### src/rtl/can_tx_sched.sv
// can_tx_sched: mailbox transmit scheduler multiplexing the CAN core register port with host accesses.
// Define CAN_TX_SCHED_TIMEOUT_EN to force an abort when a frame outlives TX_TIMEOUT cycles after CMR.
module can_tx_sched #(
    parameter int NUM_SLOTS  = 4,
    parameter int POLL_GAP   = 16,
    parameter int TX_TIMEOUT = 65535,
    localparam int SW = $clog2(NUM_SLOTS)
) (
    input  logic                 PCLK,
    input  logic                 PRESETn_synch,
    input  logic                 host_req,
    input  logic                 host_we,
    input  logic [7:0]           host_addr,
    input  logic [7:0]           host_wdata,
    output logic [7:0]           host_rdata,
    output logic                 host_ack,
    input  logic                 mb_wr,
    input  logic [SW-1:0]        mb_slot,
    input  logic [3:0]           mb_idx,
    input  logic [7:0]           mb_wdata,
    input  logic                 mb_submit,
    input  logic                 mb_abort,
    output logic [NUM_SLOTS-1:0] slot_pending,
    output logic                 done_pulse,
    output logic [SW-1:0]        done_slot,
    output logic                 done_err,
    output logic                 can_cs,
    output logic                 can_we,
    output logic [7:0]           can_addr,
    output logic [7:0]           can_wdata,
    input  logic [7:0]           can_rdata
);

    localparam int GW = $clog2(POLL_GAP + 1);

    typedef enum logic [3:0] {IDLE, HOST, RD_TBS, CK_TBS, LOAD, CMD, GAP, RD_SR, CK_SR, ABRT, DONE} state_t;

    state_t                r_state, r_ret;
    logic [7:0]            r_mb [NUM_SLOTS][13];
    logic [NUM_SLOTS-1:0]  r_pending;
    logic [SW-1:0]         r_active;
    logic                  r_busy, r_abort, r_abort_sent, r_err, r_gap_tbs;
    logic [3:0]            r_idx;
    logic [GW-1:0]         r_gap;
    logic [SW-1:0]         w_low;
    logic                  w_any, w_grant, w_slot_ok, w_tmo_hit;

    assign slot_pending = r_pending;
    assign w_any        = |r_pending;
    assign w_slot_ok    = int'(mb_slot) < NUM_SLOTS;
    assign w_grant      = host_req && !host_ack && (r_state == IDLE || r_state == GAP);

    always_comb begin
        w_low = '0;
        for (int i = NUM_SLOTS - 1; i >= 0; i--)
            if (r_pending[i]) w_low = SW'(i);
    end

`ifdef CAN_TX_SCHED_TIMEOUT_EN
    logic [15:0] r_tmo;
    logic        r_tmo_run;

    assign w_tmo_hit = r_tmo_run && r_tmo == 16'(TX_TIMEOUT - 1);

    always_ff @(posedge PCLK or negedge PRESETn_synch) begin
        if (!PRESETn_synch) begin
            r_tmo     <= '0;
            r_tmo_run <= 1'b0;
        end else if (r_state == CMD) begin
            r_tmo     <= '0;
            r_tmo_run <= 1'b1;
        end else if (r_state == DONE || w_tmo_hit) begin
            r_tmo_run <= 1'b0;
        end else if (r_tmo_run) begin
            r_tmo <= r_tmo + 16'd1;
        end
    end
`else
    assign w_tmo_hit = 1'b0;
`endif

    always_ff @(posedge PCLK or negedge PRESETn_synch) begin
        if (!PRESETn_synch) begin
            r_state      <= IDLE;
            r_ret        <= IDLE;
            r_pending    <= '0;
            r_active     <= '0;
            r_busy       <= 1'b0;
            r_abort      <= 1'b0;
            r_abort_sent <= 1'b0;
            r_err        <= 1'b0;
            r_gap_tbs    <= 1'b0;
            r_idx        <= '0;
            r_gap        <= '0;
            host_rdata   <= '0;
            host_ack     <= 1'b0;
            done_pulse   <= 1'b0;
            done_slot    <= '0;
            done_err     <= 1'b0;
            can_cs       <= 1'b0;
            can_we       <= 1'b0;
            can_addr     <= '0;
            can_wdata    <= '0;
            for (int s = 0; s < NUM_SLOTS; s++)
                for (int b = 0; b < 13; b++)
                    r_mb[s][b] <= '0;
        end else begin
            can_cs     <= 1'b0;
            host_ack   <= 1'b0;
            done_pulse <= 1'b0;
            if (mb_wr && w_slot_ok && !r_pending[mb_slot] && mb_idx <= 4'd12)
                r_mb[mb_slot][mb_idx] <= mb_wdata;
            if (mb_submit && w_slot_ok && !r_pending[mb_slot])
                r_pending[mb_slot] <= 1'b1;
            // The in-flight frame cannot be withdrawn locally; it must be aborted in the core.
            if (mb_abort && w_slot_ok && r_pending[mb_slot]) begin
                if (r_busy && mb_slot == r_active) r_abort <= 1'b1;
                else r_pending[mb_slot] <= 1'b0;
            end
            if (w_tmo_hit) r_abort <= 1'b1;
            if (w_grant) begin
                can_cs    <= 1'b1;
                can_we    <= host_we;
                can_addr  <= host_addr;
                can_wdata <= host_wdata;
                r_ret     <= r_state;
                r_state   <= HOST;
            end else begin
                case (r_state)
                    IDLE: if (w_any && !(mb_abort && mb_slot == w_low)) begin
                        r_active     <= w_low;
                        r_busy       <= 1'b1;
                        r_abort      <= 1'b0;
                        r_abort_sent <= 1'b0;
                        r_state      <= RD_TBS;
                    end
                    HOST: begin
                        host_ack <= 1'b1;
                        if (!can_we) host_rdata <= can_rdata;
                        r_state <= r_ret;
                    end
                    RD_TBS, RD_SR: begin
                        can_cs   <= 1'b1;
                        can_we   <= 1'b0;
                        can_addr <= 8'd2;
                        r_state  <= r_state == RD_TBS ? CK_TBS : CK_SR;
                    end
                    CK_TBS: begin
                        r_idx     <= '0;
                        r_gap     <= '0;
                        r_gap_tbs <= !can_rdata[2];
                        r_state   <= can_rdata[2] ? LOAD : GAP;
                    end
                    LOAD: begin
                        can_cs    <= 1'b1;
                        can_we    <= 1'b1;
                        can_addr  <= 8'd16 + {4'd0, r_idx};
                        can_wdata <= r_mb[r_active][r_idx];
                        r_idx     <= r_idx + 4'd1;
                        r_state   <= r_idx == 4'd12 ? CMD : LOAD;
                    end
                    CMD, ABRT: begin
                        can_cs       <= 1'b1;
                        can_we       <= 1'b1;
                        can_addr     <= 8'd1;
                        can_wdata    <= r_state == CMD ? 8'h01 : 8'h02;
                        r_abort_sent <= r_abort_sent || r_state == ABRT;
                        r_gap_tbs    <= 1'b0;
                        r_gap        <= '0;
                        r_state      <= GAP;
                    end
                    GAP: begin
                        if (r_abort && !r_abort_sent && !r_gap_tbs) begin
                            r_state <= ABRT;
                        end else if (r_gap == GW'(POLL_GAP - 1)) begin
                            r_gap   <= '0;
                            r_state <= r_gap_tbs ? RD_TBS : RD_SR;
                        end else begin
                            r_gap <= r_gap + 1'b1;
                        end
                    end
                    CK_SR: begin
                        r_err   <= !can_rdata[3];
                        r_gap   <= '0;
                        r_state <= (can_rdata[3] || (r_abort_sent && can_rdata[2])) ? DONE : GAP;
                    end
                    DONE: begin
                        done_pulse          <= 1'b1;
                        done_slot           <= r_active;
                        done_err            <= r_err;
                        r_pending[r_active] <= 1'b0;
                        r_busy              <= 1'b0;
                        r_state             <= IDLE;
                    end
                    default: r_state <= IDLE;
                endcase
            end
        end
    end

endmodule
### config.mk
export PLATFORM = sky130hd
export DESIGN_NAME = can_tx_sched
export DESIGN_NICKNAME = d
export VERILOG_FILES = /design/src/rtl/can_tx_sched.sv
export SDC_FILE = /design/constraint.sdc
export NUM_CORES = 1
export LEC_CHECK = 0
export ABC_AREA = 1
export CAP_MARGIN = 15
export CORE_AREA = 2 2 155 308
export CTS_CLUSTER_SIZE = 24
export DETAILED_ROUTE_END_ITERATION = 10
export DIE_AREA = 0 0 157 310
export GPL_ROUTABILITY_DRIVEN = 0
export PLACE_DENSITY = 0.66
export SLEW_MARGIN = 0
export SYNTH_ARGS = -nofsm -noshare
export SYNTH_HDL_FRONTEND = slang
export SYNTH_SLANG_ARGS = --single-unit
### constraint.sdc
create_clock -name PCLK -period 2 [get_ports PCLK]
set_input_delay 0.6 -clock PCLK [delete_from_list [all_inputs] [get_ports PCLK]]
set_output_delay 0.6 -clock PCLK [all_outputs]
set_load 0.03 [all_outputs]
==> qor_table.md, run 1 <==
| Quantity | Value |
|:---|:---|
| Switching part of the total power | 39.0% |
| Min Clock Period, post-route | 2.11 ns |
| GR Overflow Total | 0 |
| RSZ-0062 raised after global routing | yes |
| Synthesized Nets | 2857 |
| Peak supply drop | 848 uV |
| Crit Path Category | flip-flop to flip-flop |
| Synthesized area divided by synthesized cell count | 8.12 um^2 |
| Power share of the clock group | 24.1% |
| Type of destination of the critical path | flip-flop |
| GR Util All Layers | 29.0% |
| Number of H-tree levels | 2 |
| Area Growth Syn to Fin | 26.7% |
| Placement-stage worst setup slack | -0.882 ns |
| Ports placed on the boundary | 80 |
| Worst slew pin tran | 0.571 ns |
| Worst hold-check path type | flip-flop to flip-flop |
| Clock input transition at the sequential cells of the worst setup and hold paths | 0.07 ns |
| Vias in the first global route | 19500 |
| Final setup skew | 0.0282 ns |
| Clock tree from TritonCTS | built |
| Inserted Diodes | 0 |
| Combinational power share | 41.8% |
| Violation count after the first detailed-route iteration | 1882 |
| Core area | 46400 um^2 |
| Share of synthesized flip-flops with an asynchronous set or reset | 100% |
| Data required time at the worst endpoint | 2.51 ns |
| Initial antenna violation count | 0 |
| Internal power contribution | 0.0216 W |
| Pin count of the biggest net entering global routing | 68 |
| Area after DPL | 25500 um^2 |
| CTS max path bufs | 3 |
| Flops & latches, synth | 475 |
| Distinct cell type count of the synthesized netlist | 38 |
| Period Utilization, post-route | 106% |
| Net Sw Power | 0.0138 W |
| Outcome | complete, but fails checks |
| Leakage power summed over all cells | 13.5 nW |
| Register-to-register setup slack | -0.11 ns |
| Clock Tree Root | sky130_fd_sc_hd__clkbuf_16 |
| Count of flip-flops with a built-in enable after synthesis | 0 |
| PD cells | 1220 nW/um^2 |
| Clock latency on the worst-skew pair | 0.58 ns |
| Worst min-delay path endpoint | done_slot[1] |
| Cell Chain, Critical Path | buf_12 > inv_16 > buf_12 > buf_8 > buf_6 > nor2_2 > nor2_1 > o21ai_1 > nand3_1 > nand3_2 > nand2_2 > nand2_4 > nand2_4 > nand3_4 > a21oi_2 |
| Final Setup Violations | 25 |
| Num rows | 112 |
| Fraction of final layout cells sized beyond drive strength 1 | 19.6% |
| Netlist area before placement | 22800 um^2 |
| Hold Path Stages | 2 |
| Vias per std cell | 5.60 |
| Crit Reg-Reg Endpoint | can_wdata[2] |
| Initial core utilization | 49.2% |
| Core Util, Final | 62.3% |
| Largest incremental delay on the critical path | 0.50 ns |
| Startpoint of the most critical register-to-register path | r_active[0] |
| Total clock buffers created by CTS | 46 |
| Sequential cell area fraction in the yosys report | 52.1% |
| CP max-delay cell | sky130_fd_sc_hd__dfrtp_4 |
| Share of total power in sequential cells | 34.1% |
| Failing checks | setup timing |
| Number of buffers and inverters on the critical path | 5 |
| Leading register cell type out of synthesis | sky130_fd_sc_hd__dfrtp_1 |
| Share of the synthesized area in the top cell type | 52.1% |
| Port Buffer Count | 79 |
| Detailed-placement wirelength estimate | 44300 um |
| Max Transition Viols Final | 0 |
| First-pass GRT wire length | 110000 um |
| Average detailed-routed wire length per instance | 19.9 um |
| Vias | 20500 |
| Clk sinks | 475 |
| Overall routed net length | 72700 um |
| Critical path peak fanout | 6 |
| Setup slack after layout | -0.114 ns |
| Antenna violation net count after detailed routing | 0 |
| CP arrival | 2.62 ns |
| Top cell types by occurrence after synthesis | sky130_fd_sc_hd__nand2_1 (839), sky130_fd_sc_hd__dfrtp_1 (475), sky130_fd_sc_hd__o21ai_1 (285), sky130_fd_sc_hd__nor2_1 (276), sky130_fd_sc_hd__o21ai_0 (257) |
| Levels on crit path | 15 |
| Cell type group with the largest total delay on the critical path | simple AND/OR/NAND/NOR gates |
| MaxCap Viol Count | 0 |
| Horizontal extent of the die | 157 um |
| Cell taking the most area after synthesis | sky130_fd_sc_hd__dfrtp_1 |
| Post-layout nets | 3045 |
| Worst-case reg-to-reg path depth | 15 |
| Total Die Area | 48700 um^2 |
| Remaining max-slew budget at the tightest pin | 61.9% |
| Count of unresolved DRC violations after routing | 0 |
| Height of the die | 310 um |
| Element type at the critical path start | flip-flop |
| Top cells by area, synth | sky130_fd_sc_hd__dfrtp_1 (52%), sky130_fd_sc_hd__nand2_1 (14%), sky130_fd_sc_hd__o21ai_1 (6.3%), sky130_fd_sc_hd__o21ai_0 (5.6%), sky130_fd_sc_hd__nor2_1 (4.5%) |
| Number of failing hold endpoints at the final stage | 0 |
| Highest clock frequency the design can meet | 473 MHz |
| Most repeated cell in the gate-level netlist after synthesis | sky130_fd_sc_hd__nand2_1 |
| Warnings, synthesis | 0 |
| Synth Instances | 2809 |
| HP Start | done_slot[1] |
| Post-route cell area | 28900 um^2 |
| TritonRoute pass-1 iters | 7 |
==> power by group through the flow <==
stage	combinational, W	clock, W	sequential (W)
finish	0.0148	0.00850	0.0120
global route	0.0159	0.00898	0.0122
CTS	0.0139	0.00859	0.0120
detailed placement	0.0122	0	0.0122
global placement	0.0120	0	0.0121
floorplan	0.00656	0	0.0126
==> cell type report <==
type / count / area, um^2
Sequential cell: 475 / 11900
Multi-Input combinational cell: 2021 / 10500
Fill cell: 3889 / 17500
Clock inverter: 8 / 48.8
Timing Repair inverter: 1 / 20.0
Inverter: 145 / 572
Timing Repair Buffer: 307 / 3690
Clock buffer: 70 / 1380
Tap cell: 627 / 785
==> registers in the layout (all words and copies together), names as in the netlist, 2 cells and up <==
signal,count
r_mb,416
can_addr,8
can_wdata,8
host_rdata,8
r_gap,5
r_idx,4
r_ret,4
r_state,4
slot_pending,4
done_slot,2
r_active,2
==> worst max-delay path by stage <==
stage | to | start
2_1_floorplan | r_mb[271] | mb_idx[0]
3_3_place_gp | r_mb[15] | mb_slot[1]
3_5_place_dp | r_mb[12] | mb_slot[1]
4_1_cts | can_wdata[0] | r_active[0]
5_1_grt | can_wdata[1] | r_active[0]
6_report | can_wdata[2] | r_active[0]
==> per-stage QoR <==
stage	total power, W	hold WS [ns]	instances	TNS [ns]
finish	0.0353	0.475	3654	-0.993
global route	0.0371	0.494	3654	-9.82
CTS	0.0344	0.478	3623	-0.970
detailed placement	0.0243	0.467	3517	-333.33
global placement	0.0242	0.458	3517	-322.24
floorplan	0.0191	0.304	2809	-0.137
==> tightest hold or removal path, cell delays in order, from the launching register on <==
cell,delay (ns)
sky130_fd_sc_hd__dfrtp_1,0.34
sky130_fd_sc_hd__nand2_1,0.06
sky130_fd_sc_hd__nand2_1,0.05
==> routing by layer <==
metal | global-route usage [%] | up-vias | routed length, um | part of all wire (%)
met1 | 38.5 | 9844 | 29400 | 40
li1 | - | 9513 | - | -
met2 | 47.2 | 879 | 35000 | 48
met3 | 3.11 | 221 | 4490 | 6.2
met5 | 0 | - | 0 | 0
met4 | 14.3 | 0 | 3840 | 5.3
==> cell families after synthesis <==
kind of cell	count (synthesis)	synth area share (%)
simple gates	1342	24.7
mux	8	0.395
buf+inv	331	7.23
fa+ha+maj	3	0.165
xor+xnor	4	0.154
flops	475	52.1
compound gates	646	15.3
==> cell usage in the layout, fill, tap and decap left out, types with 5 or more instances in the layout <==
cell type / netlist / final
sky130_fd_sc_hd__a21oi_2: 2 / 7
sky130_fd_sc_hd__inv_1: 136 / 123
sky130_fd_sc_hd__o22ai_1: 20 / 19
sky130_fd_sc_hd__o21ai_0: 257 / 222
sky130_fd_sc_hd__buf_16: 0 / 12
sky130_fd_sc_hd__mux2_2: 8 / 8
sky130_fd_sc_hd__clkdlybuf4s50_1: 0 / 41
sky130_fd_sc_hd__buf_4: 0 / 127
sky130_fd_sc_hd__a21oi_1: 19 / 12
sky130_fd_sc_hd__o21ai_1: 285 / 310
sky130_fd_sc_hd__nand3_1: 169 / 116
sky130_fd_sc_hd__nor2_2: 2 / 15
sky130_fd_sc_hd__nand2_4: 41 / 35
sky130_fd_sc_hd__dfrtp_1: 475 / 472
sky130_fd_sc_hd__dlygate4sd2_1: 0 / 31
sky130_fd_sc_hd__clkbuf_1: 98 / 11
sky130_fd_sc_hd__nand3_2: 0 / 44
sky130_fd_sc_hd__nand3_4: 1 / 10
sky130_fd_sc_hd__nand2_2: 0 / 53
sky130_fd_sc_hd__clkbuf_16: 0 / 54
sky130_fd_sc_hd__inv_2: 6 / 14
sky130_fd_sc_hd__nor2_4: 4 / 8
sky130_fd_sc_hd__nand2_8: 0 / 34
sky130_fd_sc_hd__o21ai_2: 38 / 47
sky130_fd_sc_hd__nor2_1: 276 / 259
sky130_fd_sc_hd__clkinv_2: 0 / 5
sky130_fd_sc_hd__buf_6: 40 / 15
sky130_fd_sc_hd__nand2_1: 839 / 776
sky130_fd_sc_hd__clkbuf_8: 0 / 12
sky130_fd_sc_hd__buf_12: 4 / 64
sky130_fd_sc_hd__o211ai_1: 10 / 10
==> what timing repair did <==
| action | 4_1_cts | 5_1_grt |
|---|---|---|
| hold buffers | 1 | 0 |
| endpoints found under the hold margin | 17 | 0 |
| resized for setup | 193 | 145 |
| buffers inserted | 18 | 8 |
| setup endpoints to repair | 464 | 335 |
| gates cloned | 10 | 25 |
| pin swaps | 64 | 66 |
(Power assumes the default switching activity.)
==> run 2: changes to the inputs <==
--- a/config.mk
+++ b/config.mk
@@ -6,8 +6,10 @@
 export NUM_CORES = 1
 export LEC_CHECK = 0
 export ABC_AREA = 1
+export ABC_CLOCK_PERIOD_IN_PS = 2000
 export CAP_MARGIN = 15
 export CORE_AREA = 2 2 155 308
+export CTS_BUF_LIST = sky130_fd_sc_hd__clkbuf_4 sky130_fd_sc_hd__clkbuf_8
 export CTS_CLUSTER_SIZE = 24
 export DETAILED_ROUTE_END_ITERATION = 10
 export DIE_AREA = 0 0 157 310
==> qor_table.md, run 2 (synthesis gave the netlist of run 1 again) <==
| Quantity | Value |
|:---|:---|
| Final Setup Violations | 10 |
| Max Transition Viols Final | 0 |
| Largest register by flop count | r_mb |
| Number of flip-flops under the largest register name | 416 |
| Crit Path Category | flip-flop to flip-flop |
| Antenna violation net count after detailed routing | 0 |
| Min Clock Period, post-route | 2.14 ns |
| GR Util All Layers | 28.9% |
| GR Overflow Total | 0 |
| Pin count of the biggest net entering global routing | 68 |
| Number of failing hold endpoints at the final stage | 0 |
| Cell Chain, Critical Path | buf_12 > buf_6 > buf_16 > buf_4 > nand2_1 > nand2_1 > nand2_1 > nand3_1 > nand3_2 > nand3_2 > nand3_2 > nand2_2 > nand2_4 > a21oi_2 |
| Total power | 0.0349 W |
| Worst hold-check path type | input port to asynchronous set/reset pin |
| Commonest cells after routing, fill and taps aside | sky130_fd_sc_hd__nand2_1 (759), sky130_fd_sc_hd__dfrtp_1 (472), sky130_fd_sc_hd__o21ai_1 (297) |
| MaxCap Viol Count | 0 |
| Most common cell after layout, fill and taps aside | sky130_fd_sc_hd__nand2_1 |
| Vias in the first global route | 19500 |
| Initial core utilization | 49.2% |
| Post-layout nets | 3068 |
| Data required time at the worst endpoint | 2.53 ns |
| Area Growth Syn to Fin | 26.5% |
| Clock latency on the worst-skew pair | 0.65 ns |
| Overall routed net length | 72300 um |
| CP arrival | 2.67 ns |
| Critical path peak fanout | 7 |
| Area after DPL | 25500 um^2 |
| Leakage power summed over all cells | 13.6 nW |
| Ports placed on the boundary | 80 |
| Post-layout instance count excluding filler cells | 3694 |
| Total clock buffers created by CTS | 73 |
| Vias | 20500 |
| First-pass GRT wire length | 109000 um |
| Final-layout worst hold slack | 0.453 ns |
| Area of combinational cells with multiple inputs | 10400 um^2 |
| Fraction of final layout cells sized beyond drive strength 1 | 22.2% |
| Violation count after the first detailed-route iteration | 1862 |
| RSZ-0062 raised after global routing | yes |
| Height of the die | 310 um |
| Horizontal extent of the die | 157 um |
| PD cells | 1210 nW/um^2 |
| Initial antenna violation count | 1 |
| Peak supply drop | 762 uV |
| Largest incremental delay on the critical path | 0.51 ns |
| Average detailed-routed wire length per instance | 19.6 um |
| Element type at the critical path start | flip-flop |
| Port Buffer Count | 79 |
| Clock tree from TritonCTS | built |
| CTS max path bufs | 3 |
| Clock input transition at the sequential cells of the worst setup and hold paths | 0.07 ns |
| Vias per std cell | 5.55 |
| Core area | 46400 um^2 |
| TritonRoute pass-1 iters | 7 |
| Final setup skew | 0.0370 ns |
| Layout filler cell count | 3956 |
| Period Utilization, post-route | 107% |
| Total Die Area | 48700 um^2 |
| Clk sinks | 475 |
| Detailed-placement wirelength estimate | 44300 um |
| Core Util, Final | 62.2% |
| Type of destination of the critical path | flip-flop |
| Failing checks | setup timing |
| Count of unresolved DRC violations after routing | 0 |
| Highest clock frequency the design can meet | 467 MHz |
| Cell count after placement | 3517 |
| Num rows | 112 |
| Post-route cell area | 28800 um^2 |
| Register-to-register setup slack | -0.14 ns |
| Remaining max-slew budget at the tightest pin | 68.5% |
| Number of H-tree levels | 3 |
| Worst slew pin tran | 0.472 ns |
| Storage element area | 11900 um^2 |
| Setup slack after layout | -0.140 ns |
| Clock Tree Root | sky130_fd_sc_hd__clkbuf_8 |
| CP max-delay cell | sky130_fd_sc_hd__dfrtp_4 |
| Outcome | complete, but fails checks |
==> run 2: cell count changes in the layout (fill, tap and decap cells not counted), sizes merged <==
cell           before  now
bufbuf              0    2
clkbuf             78  125
clkinvlp            3    4
nand2             898  896
buf               221  220
clkdlybuf4s15       5   23
inv               143  145
dlygate4sd2        31    3
diode               0    1
==> run 2: area by class of cell <==
type	count	area share, %
repair inverters	1	0.0304
flip-flops and latches	475	41.2
repair buffers	305	12.8
clock buffers	110	4.84
diodes	1	0.00868
well taps	627	2.72
clock inverters	11	0.260
multi-input cells	2019	36.1
inverters	145	1.98
==> run 2: worst paths after layout <==
| kind | cells past startpoint | startpoint | to |
|---|---|---|---|
| setup / recovery | 14 | r_active[0] | can_wdata[3] |
| hold / removal | 2 | PRESETn_synch | r_mb[322] |
| setup reg to reg | 14 | r_active[0] | can_wdata[3] |
| hold reg to reg | 2 | r_mb[205] | r_mb[205] |
| max in group asynchronous | 4 | PRESETn_synch | r_mb[148] |
| min in group PCLK | 2 | r_mb[205] | r_mb[205] |
==> run 2: layer usage <==
metal / vias up / global-route usage [%] / share of wire (%)
met1: 9859 / 37.9 / 40
met5: - / 0 / 0
met3: 213 / 3.70 / 6.1
met4: 0 / 15.9 / 5.3
met2: 843 / 46.5 / 48
li1: 9585 / - / -
==> run 2: power by group <==
group          total, W  leakage (nW)  switching (W)  internal, W
Sequential       0.0121          6.42       0.000938       0.0111
Clock           0.00829         0.772        0.00384      0.00444
Combinational    0.0146          6.38        0.00887      0.00569
Total            0.0349          13.6         0.0136       0.0213
==> run 2: repair_timing <==
action,in CTS,in global routing
pin swaps,25,59
hold endpoints to repair,17,0
hold buffers,1,0
buffers inserted,11,12
endpoints found under the setup margin,465,269
gates resized for setup,171,219
gates cloned,9,22
==> run 2: per-stage QoR <==
step / setup TNS, ns / worst slack [ns]
2_1_floorplan: -0.137 / -0.0161
3_3_place_gp: -322.24 / -0.836
3_5_place_dp: -333.33 / -0.882
4_1_cts: -1.06 / -0.184
5_1_grt: -6.19 / -0.252
6_report: -0.912 / -0.140
==> run 2: critical path, delay by kind of cell, from the launching register on <==
family,cells,cell delay (ns)
AO/OA/AOI/OAI,1,0.06
buffers and inverters,4,0.62
flip-flops,1,0.51
AND/OR/NAND/NOR,9,0.87
